`src/rtl/xor_arbiter.sv`:
```
// Round-robin arbiter sharing one XOR gate among NREQ requesters, with a tagged response channel.
// Optional served-transaction counter enabled by defining XOR_ARB_STATS_EN.

module XOR #(
  parameter int WIDTH = 5
) (
  input  logic [WIDTH-1:0] a,
  input  logic [WIDTH-1:0] b,
  output logic [WIDTH-1:0] z
);
  assign z = a ^ b;
endmodule

// state  | meaning
// S_IDLE | searching for a requester from ptr onward; grant accepted same cycle
// S_RESP | result of registered operands presented until consumer takes it
module xor_arbiter #(
  parameter int  WIDTH = 5,
  parameter int  NREQ  = 4,
  localparam int IDW   = $clog2(NREQ)
) (
  input  logic                  clk,
  input  logic                  rst,
  input  logic [NREQ-1:0]       req_valid,
  output logic [NREQ-1:0]       req_ready,
  input  logic [NREQ*WIDTH-1:0] req_a,
  input  logic [NREQ*WIDTH-1:0] req_b,
  output logic                  resp_valid,
  input  logic                  resp_ready,
  output logic [WIDTH-1:0]      resp_z,
  output logic [IDW-1:0]        resp_id
`ifdef XOR_ARB_STATS_EN
  ,
  output logic [15:0]           served_cnt
`endif
);

  typedef enum logic {S_IDLE, S_RESP} state_t;

  state_t           state_q, state_d;
  logic [IDW-1:0]   ptr_q, ptr_d;
  logic [IDW-1:0]   id_q, id_d;
  logic [WIDTH-1:0] op_a_q, op_a_d;
  logic [WIDTH-1:0] op_b_q, op_b_d;
  logic [IDW-1:0]   grant;
  logic             grant_vld;
  logic             accept;
  logic             resp_hs;

  always_comb begin
    int idx;
    idx       = 0;
    grant     = '0;
    grant_vld = 1'b0;
    for (int k = 0; k < NREQ; k++) begin
      idx = int'(ptr_q) + k;
      if (idx >= NREQ) idx = idx - NREQ;
      if (!grant_vld && req_valid[idx]) begin
        grant_vld = 1'b1;
        grant     = IDW'(idx);
      end
    end
  end

  assign accept  = (state_q == S_IDLE) && grant_vld && !rst;
  assign resp_hs = (state_q == S_RESP) && resp_ready;

  always_ff @(posedge clk or posedge rst) begin
    if (rst) begin
      state_q <= S_IDLE;
      ptr_q   <= '0;
      id_q    <= '0;
      op_a_q  <= '0;
      op_b_q  <= '0;
    end else begin
      state_q <= state_d;
      ptr_q   <= ptr_d;
      id_q    <= id_d;
      op_a_q  <= op_a_d;
      op_b_q  <= op_b_d;
    end
  end

  always_comb begin
    state_d = state_q;
    ptr_d   = ptr_q;
    id_d    = id_q;
    op_a_d  = op_a_q;
    op_b_d  = op_b_q;
    case (state_q)
      S_IDLE: begin
        if (accept) begin
          state_d = S_RESP;
          id_d    = grant;
          op_a_d  = req_a[int'(grant)*WIDTH +: WIDTH];
          op_b_d  = req_b[int'(grant)*WIDTH +: WIDTH];
          ptr_d   = (int'(grant) == NREQ-1) ? '0 : grant + 1'b1;
        end
      end
      S_RESP: begin
        if (resp_hs) state_d = S_IDLE;
      end
      default: state_d = S_IDLE;
    endcase
  end

  always_comb begin
    req_ready  = '0;
    resp_valid = 1'b0;
    if (accept) req_ready[grant] = 1'b1;
    if (state_q == S_RESP) resp_valid = 1'b1;
  end

  // Only path to resp_z is through the registered operands.
  XOR #(.WIDTH(WIDTH)) u_xor (
    .a (op_a_q),
    .b (op_b_q),
    .z (resp_z)
  );

  assign resp_id = id_q;

`ifdef XOR_ARB_STATS_EN
  logic [15:0] served_q, served_d;

  always_ff @(posedge clk or posedge rst) begin
    if (rst) served_q <= '0;
    else     served_q <= served_d;
  end

  always_comb begin
    served_d = served_q;
    if (resp_hs) served_d = served_q + 16'd1;
  end

  assign served_cnt = served_q;
`endif

endmodule

```
`config.mk`:
```
export PLATFORM = sky130hd
export DESIGN_NAME = xor_arbiter
export DESIGN_NICKNAME = d
export VERILOG_FILES = /design/src/rtl/xor_arbiter.sv
export SDC_FILE = /design/constraint.sdc
export NUM_CORES = 1
export LEC_CHECK = 0
export ABC_AREA = 1
export CORE_AREA = 2 2 59 61
export DETAILED_ROUTE_END_ITERATION = 10
export DIE_AREA = 0 0 61 63
export HOLD_SLACK_MARGIN = 0.1
export PLACE_DENSITY_LB_ADDON = 0.3
export SLEW_MARGIN = 20
export SYNTH_ARGS = -nofsm -noshare
export SYNTH_HDL_FRONTEND = slang
export SYNTH_HIERARCHICAL = 1
export SYNTH_SLANG_ARGS = --single-unit
```
`constraint.sdc`:
```
create_clock -name clk -period 5.4 [get_ports clk]
set_input_delay 0.54 -clock clk [delete_from_list [all_inputs] [get_ports clk]]
set_output_delay 0.54 -clock clk [all_outputs]
set_load 0.03 [all_outputs]
```
==> implementation parameters, run 1 <==
Parameter                              Value

Layout
  Share of cells above drive strength 1 ... 0.0707
  Area added between synthesis and finish ... 40.8%
  Net count, final ... 332
  Highest-count cells in the layout ignoring fill and taps ... sky130_fd_sc_hd__nand2_1 (91), sky130_fd_sc_hd__clkdlybuf4s50_1 (58), sky130_fd_sc_hd__nand3_1 (43)
  Final std cell area, no fill ... 2010 um^2
  Ant diodes ... 0
  Commonest non-fill, non-tap cell in the layout ... sky130_fd_sc_hd__nand2_1
  Final-layout fill cell count ... 335

Clock tree
  Insertion delay of the later-clocked pin in the worst-skew pair ... 290 ps
  Cell at the root of the clock tree ... sky130_fd_sc_hd__clkbuf_4
  Clk pin slew, worst setup/hold paths ... 90 ps
  Total clock buffers created by CTS ... 3
  Clock sink total ... 15
  Maximum clock insertion buffer count ... 2
  H-Tree Depth ... 1
  Number of cells upsized or downsized after cts ... 0
  Clock tree from TritonCTS ... yes
  Cts hold-fix bufs ... 0
  Buffer count from post-CTS setup fixing ... 0

STA
  Final Critical Period ... 3960 ps
  Max Clock Skew ... 5.60 ps
  Total negative slack for setup checks ... 0 ps
  Max_slew headroom ... 0.506
  Peak Freq ... 253 MHz
  Total count of max-transition violations in the final report ... 0
  Fraction of the cycle the final worst path needs ... 0.733
  Count of final setup violators ... 0
  RSZ-0062 raised after global routing ... false
  PnR worst setup slack ... 1440 ps
  Hold violation total from the final report ... 0
  Worst-Margin Slew ... 739 ps

Setup path
  Data required, critical path ... 4860 ps
  Setup crit start kind ... input pin
  Critical Path Fanout Max ... 23
  Setup slack on the worst flop-to-flop path ... 2770 ps
  Type of the worst setup path ... input pin to primary output
  Type of destination of the critical path ... primary output
  Data arrival, critical path ... 3420 ps

Drt
  Amount of wire on met3 after detailed routing ... 227 um
  Number of DRC markers in iteration 0 ... 50
  Highest routed metal layer ... met4
  Vias per std cell ... 4.75
  DRC violation count after routing ... 0
  Wl on met1 ... 1.56 mm
  Detailed-route via count ... 1564
  Met2 wirelength from detailed routing ... 1.71 mm
  Total Routed Length ... 3.58 mm
  Detailed-routing iteration count for the pre-antenna-repair pass ... 4
  Mean routed wirelength per cell ... 10.9 um
  Count of nets left with antenna violations after detail routing ... 0

Die
  Die width ... 61 um
  Number of core rows ... 21
  Y dimension of the die ... 63 um
  Overall die area ... 3840 um^2
  Boundary Pins ... 59
  Initial standard-cell utilization of the core ... 0.441
  Core Area ... 3230 um^2

Global routing
  Antenna violations before repair ... 0
  Number of global-route vias before repair ... 1409
  Total grt overflow ... 0
  First-pass GRT wire length ... 5.80 mm
  Maximum number of pins on one net before global-route repair ... 24
  Gr usage total ... 0.196

Synthesis
  Post-Synth Simple-Gate Area ... 0.547
  Combinational family with the most area after synthesis ... simple AND/OR/NAND/NOR gates
  Area of the mapped netlist ... 1430 um^2
  Synth Area in Compound Gates ... 0.0316
  Xor and xnor area share after synthesis ... 0
  Mux contribution to synthesized area ... 0
  Synthesized netlist net count ... 279
  Sequential element share of the synthesized area ... 0.263
  Flip-flop and latch count after synthesis ... 15
  Number of distinct library cells after synthesis ... 24
  Average size of a mapped cell ... 6.17 um^2
  Synth Instances ... 231
  Fraction of the mapped netlist area in adder cells ... 0.00877
  Syn. warnings ... 6

Power
  Reported leakage power ... 1.02 nW
  PwrDens ... 607 nW/um^2
  Worst ir drop on vdd ... 520 uV
  Total power after layout ... 1.22 mW

Run status
  Outcome ... complete, no violations

Flow run
  Max-capacitance violation count ... 0

Placed design
  HPWL after detailed placement ... 2.70 mm
  Dpl cell area ... 1980 um^2
  Setup WS pre-CTS ... 1460 ps
  Placer's final routability congestion estimate ... 0.886
  Total of buffers placed on input and output ports ... 58

Worst hold path
  Worst min-delay path class ... register to register
[final timing paths]
kind	cells after the start	start	to
max in group asynchronous	2	rst	op_a_q[4]$_DFFE_PP0P_
max reg2reg	12	ptr_q[0]$_DFFE_PP0P_	ptr_q[1]$_DFFE_PP0P_
min	2	resp_id[1]$_DFFE_PP0P_	resp_id[1]$_DFFE_PP0P_
min in group asynchronous	2	rst	op_b_q[2]$_DFFE_PP0P_
max	13	req_valid[3]	req_ready[3]
min reg2reg	2	resp_id[1]$_DFFE_PP0P_	resp_id[1]$_DFFE_PP0P_
[per-stage QoR]
step                      utilization  hold WS, ps  instances
final                           0.621          505        329
after global routing            0.621          527        329
after CTS                       0.621          510        329
after detailed placement        0.613          485        325
after global placement          0.613          466        325
after floorplan                     -          473        231
[sequential cells by signal, indices dropped and copies added, names as in the netlist]
register and cells:
resp_id 2, ptr_q 2, op_a_q 5, op_b_q 5, state_q 1
[cells in the mapped netlist (all sizes together)]
library cell	instances	area, um^2
o21a	1	7.51
inv	34	130
nand2	97	384
nand3	46	253
o22ai	1	12.5
ha	1	12.5
buf	10	82.6
nor3	1	10.0
o21ai	4	20.0
nor2	9	51.3
nand3b	11	82.6
a21oi	1	5.00
dfrtp	15	375
[per-layer routing]
| layer | up-vias | track usage |
|---|---|---|
| li1 | 828 | - |
| met5 | - | 0 |
| met1 | 678 | 0.248 |
| met4 | 0 | 0.0788 |
| met3 | 6 | 0.0435 |
| met2 | 52 | 0.316 |
[final cells by class]
type,instances,area [um^2],area share
tap,46,57.6,0.0287
clock buffer,4,26.3,0.0131
timing repair buffer,58,581,0.289
inverter,34,130,0.0648
multi-input combinational,172,838,0.417
sequential,15,375,0.187
[worst max-delay path, cell delays in order]
cell and delay (ps):
sky130_fd_sc_hd__clkdlybuf4s50_1 470, sky130_fd_sc_hd__inv_1 50, sky130_fd_sc_hd__nand2_1 80, sky130_fd_sc_hd__nand3_1 110, sky130_fd_sc_hd__nand2_1 100, sky130_fd_sc_hd__a21oi_1 70, sky130_fd_sc_hd__nand2_1 540, sky130_fd_sc_hd__nand2_4 300
sky130_fd_sc_hd__inv_1 130, sky130_fd_sc_hd__ha_1 180, sky130_fd_sc_hd__inv_1 50, sky130_fd_sc_hd__nor2_1 100, sky130_fd_sc_hd__clkdlybuf4s50_1 690
[cell families after synthesis]
group / count (synthesis)
and+or+nand+nor: 164
DFF: 15
AOI/OAI and AO/OA: 7
adders and majority gates: 1
buffers and inverters: 44
[where the power goes]
part	total (mW)	switching (mW)	leakage, nW	internal (mW)
sequential	0.216	0.0465	0.185	0.169
clock	0.0682	0.0395	0.0150	0.0288
combinational	0.935	0.604	0.817	0.331
Note: power is estimated with default switching activity, not from simulation.
==> run 2, diff against run 1 <==
Settings changed: CORE_AREA 2 2 59 61 to 2 2 64 66, DIE_AREA 0 0 61 63 to 0 0 66 68.
Clock period 5.4 ns to 3.52 ns, I/O delays scaled along.
==> run 2 against run 1 <==
  * Sequential power up 55%
  * Via count rose by 2.0%
  * Worst setup slack worse by 1100 ps
  * Flip-flop and latch count unchanged
  * Utilization decreased by 8.7 points
  * Cell count grew 2.4%
  * Highest routed layer is now met3
  * Die area is 17% higher
  * Critical path type is now register to primary output
==> implementation parameters, run 2 (synthesis results as in run 1) <==
Parameter                              Value

Run status
  Outcome ... complete, no violations (unchanged)

Die
  Overall die area ... 4490 um^2 (was 3840 um^2)
  Boundary Pins ... 59 (unchanged)
  Y dimension of the die ... 68 um (was 63 um)
  Initial standard-cell utilization of the core ... 0.370 (was 0.441)
  Die width ... 66 um (was 61 um)
  Number of core rows ... 23 (was 21)
  Core Area ... 3860 um^2 (was 3230 um^2)

STA
  Minimum hold slack ... 495 ps (was 505 ps)
  Max Clock Skew ... 3.25 ps (was 5.60 ps)
  Total count of max-transition violations in the final report ... 0 (unchanged)
  RSZ-0062 raised after global routing ... false (unchanged)
  Fraction of the cycle the final worst path needs ... 0.899
  Count of final setup violators ... 0 (unchanged)
  Hold violation total from the final report ... 0 (unchanged)
  PnR worst setup slack ... 356 ps (was 1440 ps)
  Peak Freq ... 316 MHz
  Max_slew headroom ... 0.735 (was 0.506)
  Final Critical Period ... 3160 ps
  Worst-Margin Slew ... 398 ps (was 739 ps)
  Total negative slack for setup checks ... 0 ps (unchanged)

Clock tree
  Clk pin slew, worst setup/hold paths ... 60 ps (was 90 ps)
  Clock sink total ... 15 (unchanged)
  Cell at the root of the clock tree ... sky130_fd_sc_hd__clkbuf_8 (was sky130_fd_sc_hd__clkbuf_4)
  Insertion delay of the later-clocked pin in the worst-skew pair ... 240 ps (was 290 ps)
  H-Tree Depth ... 1 (unchanged)
  Buffer count from post-CTS setup fixing ... 0 (unchanged)
  Total clock buffers created by CTS ... 3 (unchanged)
  Maximum clock insertion buffer count ... 2 (unchanged)
  Cts hold-fix bufs ... 0 (unchanged)
  Clock tree from TritonCTS ... yes (unchanged)
  Number of cells upsized or downsized after cts ... 0 (unchanged)

Placed design
  Setup WS pre-CTS ... 472 ps (was 1460 ps)
  Total of buffers placed on input and output ports ... 58 (unchanged)
  Placer's final routability congestion estimate ... 0.885 (was 0.886)
  Dpl cell area ... 2010 um^2 (was 1980 um^2)
  HPWL after detailed placement ... 2.87 mm (was 2.70 mm)

Global routing
  Number of global-route vias before repair ... 1284 (was 1409)
  First-pass GRT wire length ... 6.05 mm (was 5.80 mm)
  Total grt overflow ... 0 (unchanged)
  Maximum number of pins on one net before global-route repair ... 24 (unchanged)
  Gr usage total ... 0.172 (was 0.196)
  Antenna violations before repair ... 0 (unchanged)

Power
  PwrDens ... 956 nW/um^2 (was 607 nW/um^2)
  Reported leakage power ... 1.05 nW (was 1.02 nW)
  Worst ir drop on vdd ... 469 uV (was 520 uV)

Setup path
  Worst-path cell chain ... inv_2, nand2_1, nand2_2, o21ai_1, nand3b_1, nand3_4, inv_4, nand2_2, nor2_1, clkdlybuf4s50_1 (was clkdlybuf4s50_1, inv_1, nand2_1, nand3_1, nand2_1, a21oi_1, nand2_1, nand2_4, inv_1, ha_1, inv_1, nor2_1, clkdlybuf4s50_1)
  Data required, critical path ... 3170 ps (was 4860 ps)
  Critical Path Fanout Max ... 17 (was 23)
  Setup crit start kind ... register (was input pin)
  Cell repeated most along the worst path ... sky130_fd_sc_hd__nand2_2
  Slowest-stage cell, CP ... sky130_fd_sc_hd__clkdlybuf4s50_1 (unchanged)
  Worst R2R Path Depth ... 12 (unchanged)
  Type of the worst setup path ... register to primary output (was input pin to primary output)
  Data arrival, critical path ... 2810 ps (was 3420 ps)
  Type of destination of the critical path ... primary output (unchanged)
  Delay contributed by the slowest stage of the critical path ... 680 ps (was 690 ps)

Layout
  Area added between synthesis and finish ... 44.4% (was 40.8%)
  Commonest non-fill, non-tap cell in the layout ... sky130_fd_sc_hd__nand2_1 (unchanged)
  Biggest registers after layout ... op_a_q: 5 flops, op_b_q: 5 flops (unchanged)
  Share of cells above drive strength 1 ... 0.0871 (was 0.0707)
  Net count, final ... 336 (was 332)
  Ant diodes ... 0 (unchanged)
  Highest-count cells in the layout ignoring fill and taps ... sky130_fd_sc_hd__nand2_1 (91), sky130_fd_sc_hd__clkdlybuf4s50_1 (57), sky130_fd_sc_hd__nand3_1 (43) (was sky130_fd_sc_hd__nand2_1 (91), sky130_fd_sc_hd__clkdlybuf4s50_1 (58), sky130_fd_sc_hd__nand3_1 (43))
  Final std cell area, no fill ... 2060 um^2 (was 2010 um^2)
  Fin util ... 0.534 (was 0.621)

Flow run
  Max-capacitance violation count ... 0 (unchanged)

Drt
  DRC violation count after routing ... 0 (unchanged)
  Detailed-routing iteration count for the pre-antenna-repair pass ... 4 (unchanged)
  Mean routed wirelength per cell ... 11.3 um (was 10.9 um)
  Count of nets left with antenna violations after detail routing ... 0 (unchanged)
  Number of DRC markers in iteration 0 ... 80 (was 50)
  Total Routed Length ... 3.82 mm (was 3.58 mm)
  Detailed-route via count ... 1595 (was 1564)
  Vias per std cell ... 4.73 (was 4.75)

Worst hold path
  Cells on Worst Hold Path ... 2 (unchanged)
  Worst min-delay path class ... register to register (unchanged)
## run 2: routing by layer
metal / routed length, um / global-route usage / part of all wire / up-vias
met5: 0 / 0 / 0 / -
met4: 0 / 0.0230 / 0 / 0
met3: 236 / 0.0313 / 0.062 / 0
met2: 1840 / 0.278 / 0.48 / 47
met1: 1740 / 0.247 / 0.46 / 708
li1: - / - / - / 840
## run 2: area by class of cell
| class | instances | area, um^2 |
|---|---|---|
| clock buffer | 4 | 45.0 |
| tap | 50 | 62.6 |
| timing repair buffer | 62 | 608 |
| multi-input combinational | 172 | 838 |
| sequential | 15 | 375 |
| fill | 385 | 1800 |
| inverter | 34 | 130 |
## run 2: final timing paths
check                                        from                      to  slack, ps
setup / recovery             ptr_q[0]$_DFFE_PP0P_            req_ready[0]        360
hold / removal             resp_id[1]$_DFFE_PP0P_  resp_id[1]$_DFFE_PP0P_        490
setup reg to reg             ptr_q[0]$_DFFE_PP0P_    ptr_q[1]$_DFFE_PP0P_       1280
hold reg to reg            resp_id[1]$_DFFE_PP0P_  resp_id[1]$_DFFE_PP0P_        490
max in group asynchronous                     rst   op_a_q[2]$_DFFE_PP0P_       2840
min in group asynchronous                     rst   op_b_q[1]$_DFFE_PP0P_        500
## run 2: report_power, final
group | total [mW] | switching, mW | leakage, nW | internal (mW)
combinational | 1.50 | 0.953 | 0.837 | 0.544
sequential | 0.335 | 0.0746 | 0.185 | 0.261
clock | 0.137 | 0.0569 | 0.0228 | 0.0800
## run 2: through the flow
step	power, mW	cells
final	1.97	337
after global routing	2.17	337
after CTS	1.99	337
after detailed placement	1.84	333
after global placement	1.83	333
after floorplan	1.51	231
## run 2: worst max-delay path: cells and delay by family (launching register included)
kind | cells | cell delay [ps]
AOI/OAI and AO/OA | 1 | 190
and+or+nand+nor | 6 | 790
DFF | 1 | 540
buffers and inverters | 3 | 1050
==> run 3, diff against run 2 <==
Settings changed: CORE_AREA 2 2 64 66 to 2 2 65 67, DIE_AREA 0 0 66 68 to 0 0 67 69, SYNTH_HIERARCHICAL 1 to not set.
==> run 3 against run 2 <==
  * Synthesized area rose by 2.3%
  * Clock power is essentially flat
  * Synthesized cell count is 0.43% lower
  * Utilization rose by 0.14 points
  * Fmax is 1.6% lower
  * Worst setup slack lost 51 ps
  * Clock skew decreased by 1.8 ps
  * Die area grew 3.0%
  * Sequential share of layout area down 0.26 points
  * Cell area up 1.8%
  * Hold slack worse by 19 ps
  * Critical endpoint is now req_ready[3]
==> implementation parameters, run 3 <==
Parameter                              Value

Run status
  Outcome ... complete, no violations (unchanged)

Setup path
  Cell repeated most along the worst path ... sky130_fd_sc_hd__nand2_4 (was sky130_fd_sc_hd__nand2_2)
  Worst-path cell chain ... inv_2, nand2_1, nand3_1, nand2_2, nor2_2, nand3_2, nand2_4, nand2_4, buf_4, nor2_1, clkdlybuf4s50_1 (was inv_2, nand2_1, nand2_2, o21ai_1, nand3b_1, nand3_4, inv_4, nand2_2, nor2_1, clkdlybuf4s50_1)
  Setup crit start kind ... register (unchanged)
  Slowest-stage cell, CP ... sky130_fd_sc_hd__clkdlybuf4s50_1 (unchanged)
  Delay contributed by the slowest stage of the critical path ... 680 ps (about the same)
  Critical Path Fanout Max ... 17 (unchanged)
  Type of destination of the critical path ... primary output (unchanged)
  Data required, critical path ... 3170 ps (about the same)
  Type of the worst setup path ... register to primary output (unchanged)
  Setup slack on the worst flop-to-flop path ... 1350 ps (was 1280 ps)
  Data arrival, critical path ... 2860 ps (was 2810 ps)

Synthesis
  Async S/R FF share, synth ... 1.00 (unchanged)
  Synth Instances ... 230 (was 231)
  Number of synthesized flops with an enable pin ... 0 (unchanged)
  Flip-flop and latch count after synthesis ... 15 (unchanged)
  Sequential element share of the synthesized area ... 0.257 (was 0.263)
  Xor and xnor area share after synthesis ... 0.0300 (was 0)
  Fraction of the mapped netlist area in adder cells ... 0.00858 (was 0.00877)
  Syn. warnings ... 0 (was 6)
  Yosys top cell area share ... 0.257 (was 0.263)
  Area of the mapped netlist ... 1460 um^2 (was 1430 um^2)
  Largest cells by area after synthesis ... sky130_fd_sc_hd__dfrtp_1 (26%), sky130_fd_sc_hd__nand2_1 (19%), sky130_fd_sc_hd__nand3_1 (15%), sky130_fd_sc_hd__inv_1 (7.7%), sky130_fd_sc_hd__nand2_2 (5.6%) (was sky130_fd_sc_hd__dfrtp_1 (26%), sky130_fd_sc_hd__nand2_1 (24%), sky130_fd_sc_hd__nand3_1 (15%), sky130_fd_sc_hd__inv_1 (8.2%), sky130_fd_sc_hd__nand3b_1 (5.8%))
  Number of distinct library cells after synthesis ... 23 (was 24)
  Post-Synth Simple-Gate Area ... 0.539 (was 0.547)
  Most frequent cell after synthesis ... sky130_fd_sc_hd__nand2_1 (unchanged)
  Combinational family with the most area after synthesis ... simple AND/OR/NAND/NOR gates (unchanged)
  Synthesized netlist net count ... 278 (was 279)
  Most used DFF post-synth ... sky130_fd_sc_hd__dfrtp_1 (unchanged)
  Library cell with the largest summed area after synthesis ... sky130_fd_sc_hd__dfrtp_1 (unchanged)
  Mux contribution to synthesized area ... 0 (unchanged)
  Top cells by count, synth ... sky130_fd_sc_hd__nand2_1 (72), sky130_fd_sc_hd__nand3_1 (45), sky130_fd_sc_hd__inv_1 (30) (was sky130_fd_sc_hd__nand2_1 (91), sky130_fd_sc_hd__nand3_1 (43), sky130_fd_sc_hd__inv_1 (31))
  Average size of a mapped cell ... 6.34 um^2 (was 6.17 um^2)
  Synth Area in Compound Gates ... 0.0232 (was 0.0316)

Global routing
  Maximum number of pins on one net before global-route repair ... 18 (was 24)
  Number of global-route vias before repair ... 1436 (was 1284)
  Total grt overflow ... 0 (unchanged)
  Antenna violations before repair ... 0 (unchanged)
  First-pass GRT wire length ... 6.20 mm (was 6.05 mm)
  Gr usage total ... 0.166 (was 0.172)

STA
  Worst-Margin Slew ... 574 ps (was 398 ps)
  Peak Freq ... 311 MHz (was 316 MHz)
  Max_slew headroom ... 0.617 (was 0.735)
  Final Critical Period ... 3220 ps (was 3160 ps)
  Max Clock Skew ... 1.41 ps (was 3.25 ps)
  RSZ-0062 raised after global routing ... false (unchanged)
  Count of final setup violators ... 0 (unchanged)
  Total negative slack for setup checks ... 0 ps (unchanged)
  PnR worst setup slack ... 305 ps (was 356 ps)
  Hold violation total from the final report ... 0 (unchanged)
  Total count of max-transition violations in the final report ... 0 (unchanged)
  Fraction of the cycle the final worst path needs ... 0.913 (was 0.899)

Worst hold path
  Worst min-delay path class ... register to register (unchanged)

Clock tree
  H-Tree Depth ... 1 (unchanged)
  Maximum clock insertion buffer count ... 2 (unchanged)
  Total clock buffers created by CTS ... 3 (unchanged)
  Insertion delay of the later-clocked pin in the worst-skew pair ... 240 ps (about the same)
  Clk pin slew, worst setup/hold paths ... 60 ps (about the same)
  Clock tree from TritonCTS ... yes (unchanged)
  Cts hold-fix bufs ... 0 (unchanged)
  Clock sink total ... 15 (unchanged)
  Cell at the root of the clock tree ... sky130_fd_sc_hd__clkbuf_8 (unchanged)

Flow run
  Max-capacitance violation count ... 0 (unchanged)

Die
  Number of core rows ... 23 (unchanged)
  Die width ... 67 um (was 66 um)
  Boundary Pins ... 59 (unchanged)
  Core Area ... 3910 um^2 (was 3860 um^2)
  Initial standard-cell utilization of the core ... 0.373 (was 0.370)
  Y dimension of the die ... 69 um (was 68 um)
  Overall die area ... 4620 um^2 (was 4490 um^2)

Power
  Proportion of power drawn by flip-flops and latches ... 0.174 (was 0.170)
  PwrDens ... 932 nW/um^2 (was 956 nW/um^2)
  Internal power ... 0.880 mW (was 0.884 mW)
  Net switching power of the design ... 1.07 mW (was 1.08 mW)
  Portion of total power attributed to combinational logic ... 0.755 (was 0.760)
  Clk pwr share ... 0.071 (was 0.070)
  Reported leakage power ... 1.05 nW (about the same)
  Worst ir drop on vdd ... 362 uV (was 469 uV)
  Proportion of total power due to net switching ... 0.549 (was 0.551)
  Total power after layout ... 1.95 mW (was 1.97 mW)

Placed design
  Total of buffers placed on input and output ports ... 58 (unchanged)
  Placed Instances ... 333 (unchanged)
  Setup WS pre-CTS ... 346 ps (was 472 ps)
  Placer's final routability congestion estimate ... 0.780 (was 0.885)
  HPWL after detailed placement ... 2.85 mm (was 2.87 mm)

Layout
  Non-filler cells, final ... 337 (unchanged)
  Commonest non-fill, non-tap cell in the layout ... sky130_fd_sc_hd__nand2_1 (unchanged)
  Share of cells above drive strength 1 ... 0.122 (was 0.0871)
  Area added between synthesis and finish ... 43.7% (was 44.4%)
  Biggest registers after layout ... op_a_q: 5 flops, op_b_q: 5 flops (unchanged)
  Final-layout fill cell count ... 437 (was 385)
  Highest-count cells in the layout ignoring fill and taps ... sky130_fd_sc_hd__nand2_1 (72), sky130_fd_sc_hd__clkdlybuf4s50_1 (58), sky130_fd_sc_hd__nand3_1 (45) (was sky130_fd_sc_hd__nand2_1 (91), sky130_fd_sc_hd__clkdlybuf4s50_1 (57), sky130_fd_sc_hd__nand3_1 (43))
  Net count, final ... 336 (unchanged)
  Ant diodes ... 0 (unchanged)

Drt
  Mean routed wirelength per cell ... 10.5 um (was 11.3 um)
  Vias per std cell ... 4.62 (was 4.73)
  Detailed-route via count ... 1556 (was 1595)
  Number of DRC markers in iteration 0 ... 100 (was 80)
  Count of nets left with antenna violations after detail routing ... 0 (unchanged)
  Total Routed Length ... 3.54 mm (was 3.82 mm)
  DRC violation count after routing ... 0 (unchanged)
  Detailed-routing iteration count for the pre-antenna-repair pass ... 4 (unchanged)
==> run 3: final cells by class <==
type,count,area [um^2],area share
flip-flops and latches,15,377,0.180
repair buffers,62,611,0.291
well taps,50,62.6,0.0299
inverters,33,124,0.0591
clock buffers,4,45.0,0.0215
multi-input cells,173,877,0.419
==> run 3: power groups by stage <==
stage                     Sequential (mW)  Clock, mW  Combinational, mW
after floorplan                     0.345          0               1.14
final                               0.340      0.138               1.47
after global routing                0.356      0.148               1.65
after detailed placement            0.340          0               1.48
after global placement              0.339          0               1.47
after CTS                           0.338      0.140               1.49
==> run 3: worst paths after layout <==
check / depth (start not counted) / end / startpoint
hold / removal: 2 / resp_id[0]$_DFFE_PP0P_ / resp_id[0]$_DFFE_PP0P_
hold reg to reg: 2 / resp_id[0]$_DFFE_PP0P_ / resp_id[0]$_DFFE_PP0P_
max in group asynchronous: 2 / ptr_q[0]$_DFFE_PP0P_ / rst
setup / recovery: 11 / req_ready[3] / ptr_q[0]$_DFFE_PP0P_
setup reg to reg: 13 / op_a_q[4]$_DFFE_PP0P_ / ptr_q[0]$_DFFE_PP0P_
min in group asynchronous: 2 / op_b_q[4]$_DFFE_PP0P_ / rst
==> run 3: metrics by stage <==
step | cell area (um^2) | hold WS [ps] | utilization
5_1_grt | 2100 | 545 | 0.535
4_1_cts | 2090 | 483 | 0.535
3_3_place_gp | 2050 | 469 | 0.524
3_5_place_dp | 2050 | 470 | 0.524
6_report | 2100 | 476 | 0.535
2_1_floorplan | 1460 | 253 | -
==> run 3: worst max-delay path, delay by kind of cell (launching register included) <==
family | cells | cell delay (ps)
buf+inv | 3 | 1090
flops | 1 | 500
simple gates | 8 | 1020
==> run 3: logic make-up after synthesis <==
| family | after synthesis |
|---|---|
| fa+ha+maj | 1 |
| buf+inv | 42 |
| simple gates | 161 |
| compound gates | 6 |
| xor+xnor | 5 |
| flops | 15 |
==> run 3: layer usage <==
metal | part of all wire | global-route usage | vias up
met5 | 0 | 0 | -
met4 | 0.0054 | 0.0408 | 0
met3 | 0.051 | 0.0212 | 2
met2 | 0.48 | 0.264 | 53
met1 | 0.46 | 0.234 | 669
li1 | - | - | 832
==> run 3: timing repair <==
| item | CTS | global route |
|---|---|---|
| gates resized for setup | 0 | 1 |
| buffers inserted | 0 | 0 |
| setup endpoints to repair | 0 | 2 |
==> RTL change 1, RTL diff (config.mk and constraints of run 3) <==
`op_a_q` and `op_b_q` no longer have a reset.
--- a/src/rtl/xor_arbiter.sv
+++ b/src/rtl/xor_arbiter.sv
@@ -72,4 +72,2 @@
       id_q    <= '0;
-      op_a_q  <= '0;
-      op_b_q  <= '0;
     end else begin
@@ -78,5 +76,8 @@
       id_q    <= id_d;
-      op_a_q  <= op_a_d;
-      op_b_q  <= op_b_d;
     end
+  end
+
+  always_ff @(posedge clk) begin
+    op_a_q <= op_a_d;
+    op_b_q <= op_b_d;
   end
Behaviour: differs if rst is asserted again (counterexample within 4 cycles, from zero or initial values and one cycle with rst high); with rst held inactive, the same outputs for 10 cycles.
==> RTL change 1 against run 3 <==
  * Cell area is 5.0% lower
  * Hold slack worse by 0.13 ns
  * Total power is 0.52% higher
  * Critical path depth stayed put
  * Utilization is 2.7 points lower
  * Sequential power is 18% higher
  * Synthesized area is 6.1% lower
  * Sequential share of layout area is 3.4 points higher
  * Sequential cell count stayed put
  * Routed wire length is 1.9% lower
  * Clock skew hardly changed
  * Non-clock buffer count is 2 lower
  * Setup slack better by 0.080 ns
  * Critical path type unchanged
  * Critical endpoint is now req_ready[0]
==> RTL change 1: results (changes against run 3) <==
Synth
  – Top cells by count, synth: nand2_1 (95), nand3_1 (25), inv_1 (21)
  – XOR/XNOR share of the synthesized area: 0.0320 (+0.00195)
  – Top FF cell, synth: edfxtp_1
  – Syn_area_per_cell: 6.56 µm² (+3.3%)
  – Synth Area in Compound Gates: 0.0228 (-0.000325)
  – Asr flop ratio synth: 0.333 (-0.667)
  – Distinct cells, synth: 20 (-13%)
  – Count of flip-flops with a built-in enable after synthesis: 10 (+10)

Status
  – Status: finished, final reports clean

Route
  – Detailed router's first-iteration violation count: 40 (-60%)
  – Routed wire length per instance: 11.1 µm (+5.7%)

Final layout
  – Layout fillers: 420 (-3.9%)
  – Layout cells sized above 1: 0.0875 (-0.0345)
  – Sequential Area: 425 µm² (+13%)

Timing
  – Worst slew pin tran: 0.461 ns (-0.113 ns)
  – Hold_ws: 0.344 ns (-0.132 ns)
  – Post-route clock skew: 0.00171 ns (+0.000303 ns)

Worst setup path
  – Worst Setup EP: req_ready[0]
  – Worst-path fanout max: 14 (-3)
  – Worst Path Arrival: 2.78 ns (-0.08 ns)

Hold path
  – Worst Hold Class: input pin to async pin

Placed design
  – DP Cell Count: 309 (-7.2%)

Global route
  – First-pass GRT wire length: 5.80 mm (-6.4%)

Power and ir drop
  – Max VDD drop: 0.494 mV (+36%)
  – Pleak: 0.975 nW (-7.4%)
RTL change 1: cell types whose count changed in the layout (fill, tap and decap cells not counted), sizes merged, moves of 8 or more:
cell / change
nor2: -9
dfrtp: -10
nand3: -21
nand2: +17
inv: -8
edfxtp: +10
RTL change 1: metal layers:
layer / global-route usage / vias up / wire (µm)
li1: - / 762 / -
met1: 0.212 / 610 / 1650
met2: 0.264 / 27 / 1630
met3: 0.00979 / 5 / 134
met4: 0.0680 / 0 / 61
met5: 0 / - / 0
RTL change 1: layout make-up:
cell class                      count  share of cell area
Multi-Input combinational cell    159               0.385
Timing Repair Buffer               60               0.299
Sequential cell                    15               0.214
Inverter                           25              0.0484
Tap cell                           50              0.0314
Clock buffer                        4              0.0226
RTL change 1: power breakdown:
group          leakage [nW]  total [mW]  switching [mW]  internal [mW]
Sequential            0.157       0.402          0.0644          0.338
Clock                0.0228       0.134          0.0537         0.0800
Combinational         0.795        1.43           0.919          0.507
Total                 0.975        1.96            1.04          0.925
==> RTL change 2, RTL diff (config.mk and constraints of run 3) <==
Without the edit above. Build with the macro `XOR_ARB_STATS_EN` defined.
--- a/src/rtl/xor_arbiter.sv
+++ b/src/rtl/xor_arbiter.sv
@@ -2,2 +2,4 @@
 // Optional served-transaction counter enabled by defining XOR_ARB_STATS_EN.
+
+`define XOR_ARB_STATS_EN
 
Behaviour (old outputs only; new: served_cnt): unchanged (equiv_simple and equiv_induct, registers matched by name and starting in step).
==> RTL change 2 against run 3 <==
  * Sequential share of layout area up 7.1 points
  * Global-route usage up 7.7 points
  * Sequential cell count up 16
  * Clock power up 120%
  * Cell area up 48%
  * Non-clock buffer count up 20
  * Total power up 37%
  * Synthesized area up 51%
  * Maximum frequency up 2.5%
  * Hold slack worse by 0.00072 ns
  * Routed wire length up 53%
  * Setup slack better by 0.077 ns
  * Sequential power up 72%
  * Synthesized cell count up 27%
  * Critical endpoint is now req_ready[1]
  * Largest power group unchanged
==> RTL change 2: results (changes against run 3) <==
Worst setup path
  – CP max stage cell: clkdlybuf4s50_1
  – Worst-path fanout max: 14 (-3)
  – Reg-to-Reg End: ptr_q[1]$_DFFE_PP0P_
  – Worst Path Arrival: 2.79 ns (-0.07 ns)
  – Reg-to-Reg Start: ptr_q[0]$_DFFE_PP0P_
  – R2R setup slack: 1.17 ns (-0.18 ns)
  – Worst r2r path cells: 11 (-2)
  – Biggest cell delay along the critical path: 0.71 ns (+0.03 ns)

CTS
  – Max Root-Sink Buffers: 2 (unchanged)
  – H-tree depth: 2 (+1)
  – Reg clk slew, reported paths: 0.06 ns (about the same)
  – TritonCTS Buffers: 5 (+2)
  – CTS root buffer: clkbuf_8
  – Clk Latency, worst-skew pair: 0.28 ns (+0.04 ns)

Global route
  – First-pass GRT wire length: 8.83 mm (+42%)
  – Vias in the first global route: 2070 (+44%)
  – All-Layer GR Usage: 0.243 (+0.0774)
  – Initial antenna violation count: 0 (unchanged)
  – Largest net degree at the start of global routing: 32 (+14)

Timing
  – Relative slew slack: 0.657 (+0.0409)
  – Fin. max-slew vios: 0 (unchanged)
  – Post-route clock skew: 0.00531 ns (+0.00391 ns)
  – Hold_ws: 0.475 ns (-0.000719 ns)

Route
  – TritonRoute pass-1 iters: 4 (unchanged)
  – Max layer used: met4
  – Residual DRC: 0 (unchanged)
  – Final wirelength: 5.42 mm (+53%)
  – Vias per cell: 5.13 (+11%)
  – DR WL met2: 2.74 mm (+62%)
  – Detailed router's first-iteration violation count: 174 (+74%)
  – Metal-1 WL: 2.26 mm (+38%)
  – DR WL met3: 315 µm (+73%)

Hold path
  – Worst Hold Class: input pin to async pin

Synth
  – Post-synthesis net count: 340 (+22%)
  – Distinct cells, synth: 33 (+43%)
  – Asr flop ratio synth: 1.00 (unchanged)
  – Top cells by count, synth: nand2_1 (63), inv_1 (38), nand3_1 (34)
  – Sequential area share after synthesis: 0.352 (+0.0950)
  – Ys Warns: 0 (unchanged)
  – Area contributors post-synth: dfrtp_1 (35%), nand2_1 (11%), nand3_1 (7.7%)

Placed design
  – DP HPWL: 4.06 mm (+42%)
  – Port bufs: 74 (+28%)
  – Final Wtd Congestion: 0.849 (+8.9%)
  – Setup slack at placement: 0.251 ns (-0.0943 ns)

Final layout
  – Ant diodes: 0 (unchanged)
  – Fin nets: 421 (+25%)
  – Max reg flops: 16
  – Layout cells sized above 1: 0.121 (-0.00131)

Power and ir drop
  – Max VDD drop: 0.579 mV (+60%)
  – Pleak: 1.57 nW (+49%)

Status
  – Status: finished, final reports clean
==> RTL change 2: changes by cell type after synthesis, sizes merged, moves of 2 or more <==
cell           run 3  this run
dfrtp             15        31
inv               33        42
nand2             87        77
nand3             47        37
nand3b            10        12
nand4              1        15
nor2              15        35
xnor2              0         4
xor2               5        16
==> RTL change 2: cell type report <==
| cell class | count | area [µm²] |
|---|---|---|
| fill | 295 | 815 |
| clock buffer | 8 | 100 |
| tap | 50 | 62.6 |
| timing repair buffer | 82 | 803 |
| inverter | 43 | 161 |
| sequential | 31 | 777 |
| multi-input combinational | 209 | 1190 |
==> RTL change 2: through the flow <==
stage / instance area, µm² / std cells
2_1_floorplan: 2200 / 291
3_3_place_gp: 2960 / 410
3_5_place_dp: 2960 / 410
4_1_cts: 3060 / 418
5_1_grt: 3100 / 423
6_report: 3100 / 423
==> RTL change 2: critical path: cells and delay by family <==
kind	cells	cell delay, ns
AND/OR/NAND/NOR	6	0.85
buffers and inverters	6	1.57
==> RTL change 2: power breakdown <==
part	internal, mW	switching [mW]	total [mW]
clock	0.178	0.125	0.303
sequential	0.474	0.111	0.585
combinational	0.675	1.12	1.79
total	1.33	1.36	2.68
==> RTL change 2: worst max-delay path by stage <==
stage | depth (start not counted) | endpoint | startpoint | slack (ns)
floorplan | 13 | req_ready[3] | ptr_q[0]$_DFFE_PP0P_ | 1.26
global placement | 14 | req_ready[3] | req_valid[1] | 0.32
detailed placement | 14 | req_ready[3] | req_valid[1] | 0.25
CTS | 13 | req_ready[3] | ptr_q[0]$_DFFE_PP0P_ | 0.006
global route | 12 | req_ready[1] | req_valid[0] | 0.24
finish | 12 | req_ready[1] | req_valid[0] | 0.38
==> RTL change 2: cells by family after synthesis <==
family	Yosys count	synth area share
AND/OR/NAND/NOR	180	0.432
buffers and inverters	51	0.105
flip-flops	31	0.352
XOR/XNOR	20	0.0795
AO/OA/AOI/OAI	7	0.0193
adder cells (fa/ha/maj)	2	0.0114
==> RTL change 2: what timing repair did <==
item	CTS	global route
hold endpoints to repair	0	0
setup buffers	0	5
resized for setup	0	2
endpoints found under the setup margin	0	2
==> RTL change 2: metal layers <==
layer | GRT usage | vias up
met4 | 0.0816 | 0
li1 | - | 1086
met3 | 0.0440 | 10
met2 | 0.407 | 95
met1 | 0.309 | 979
met5 | 0 | -
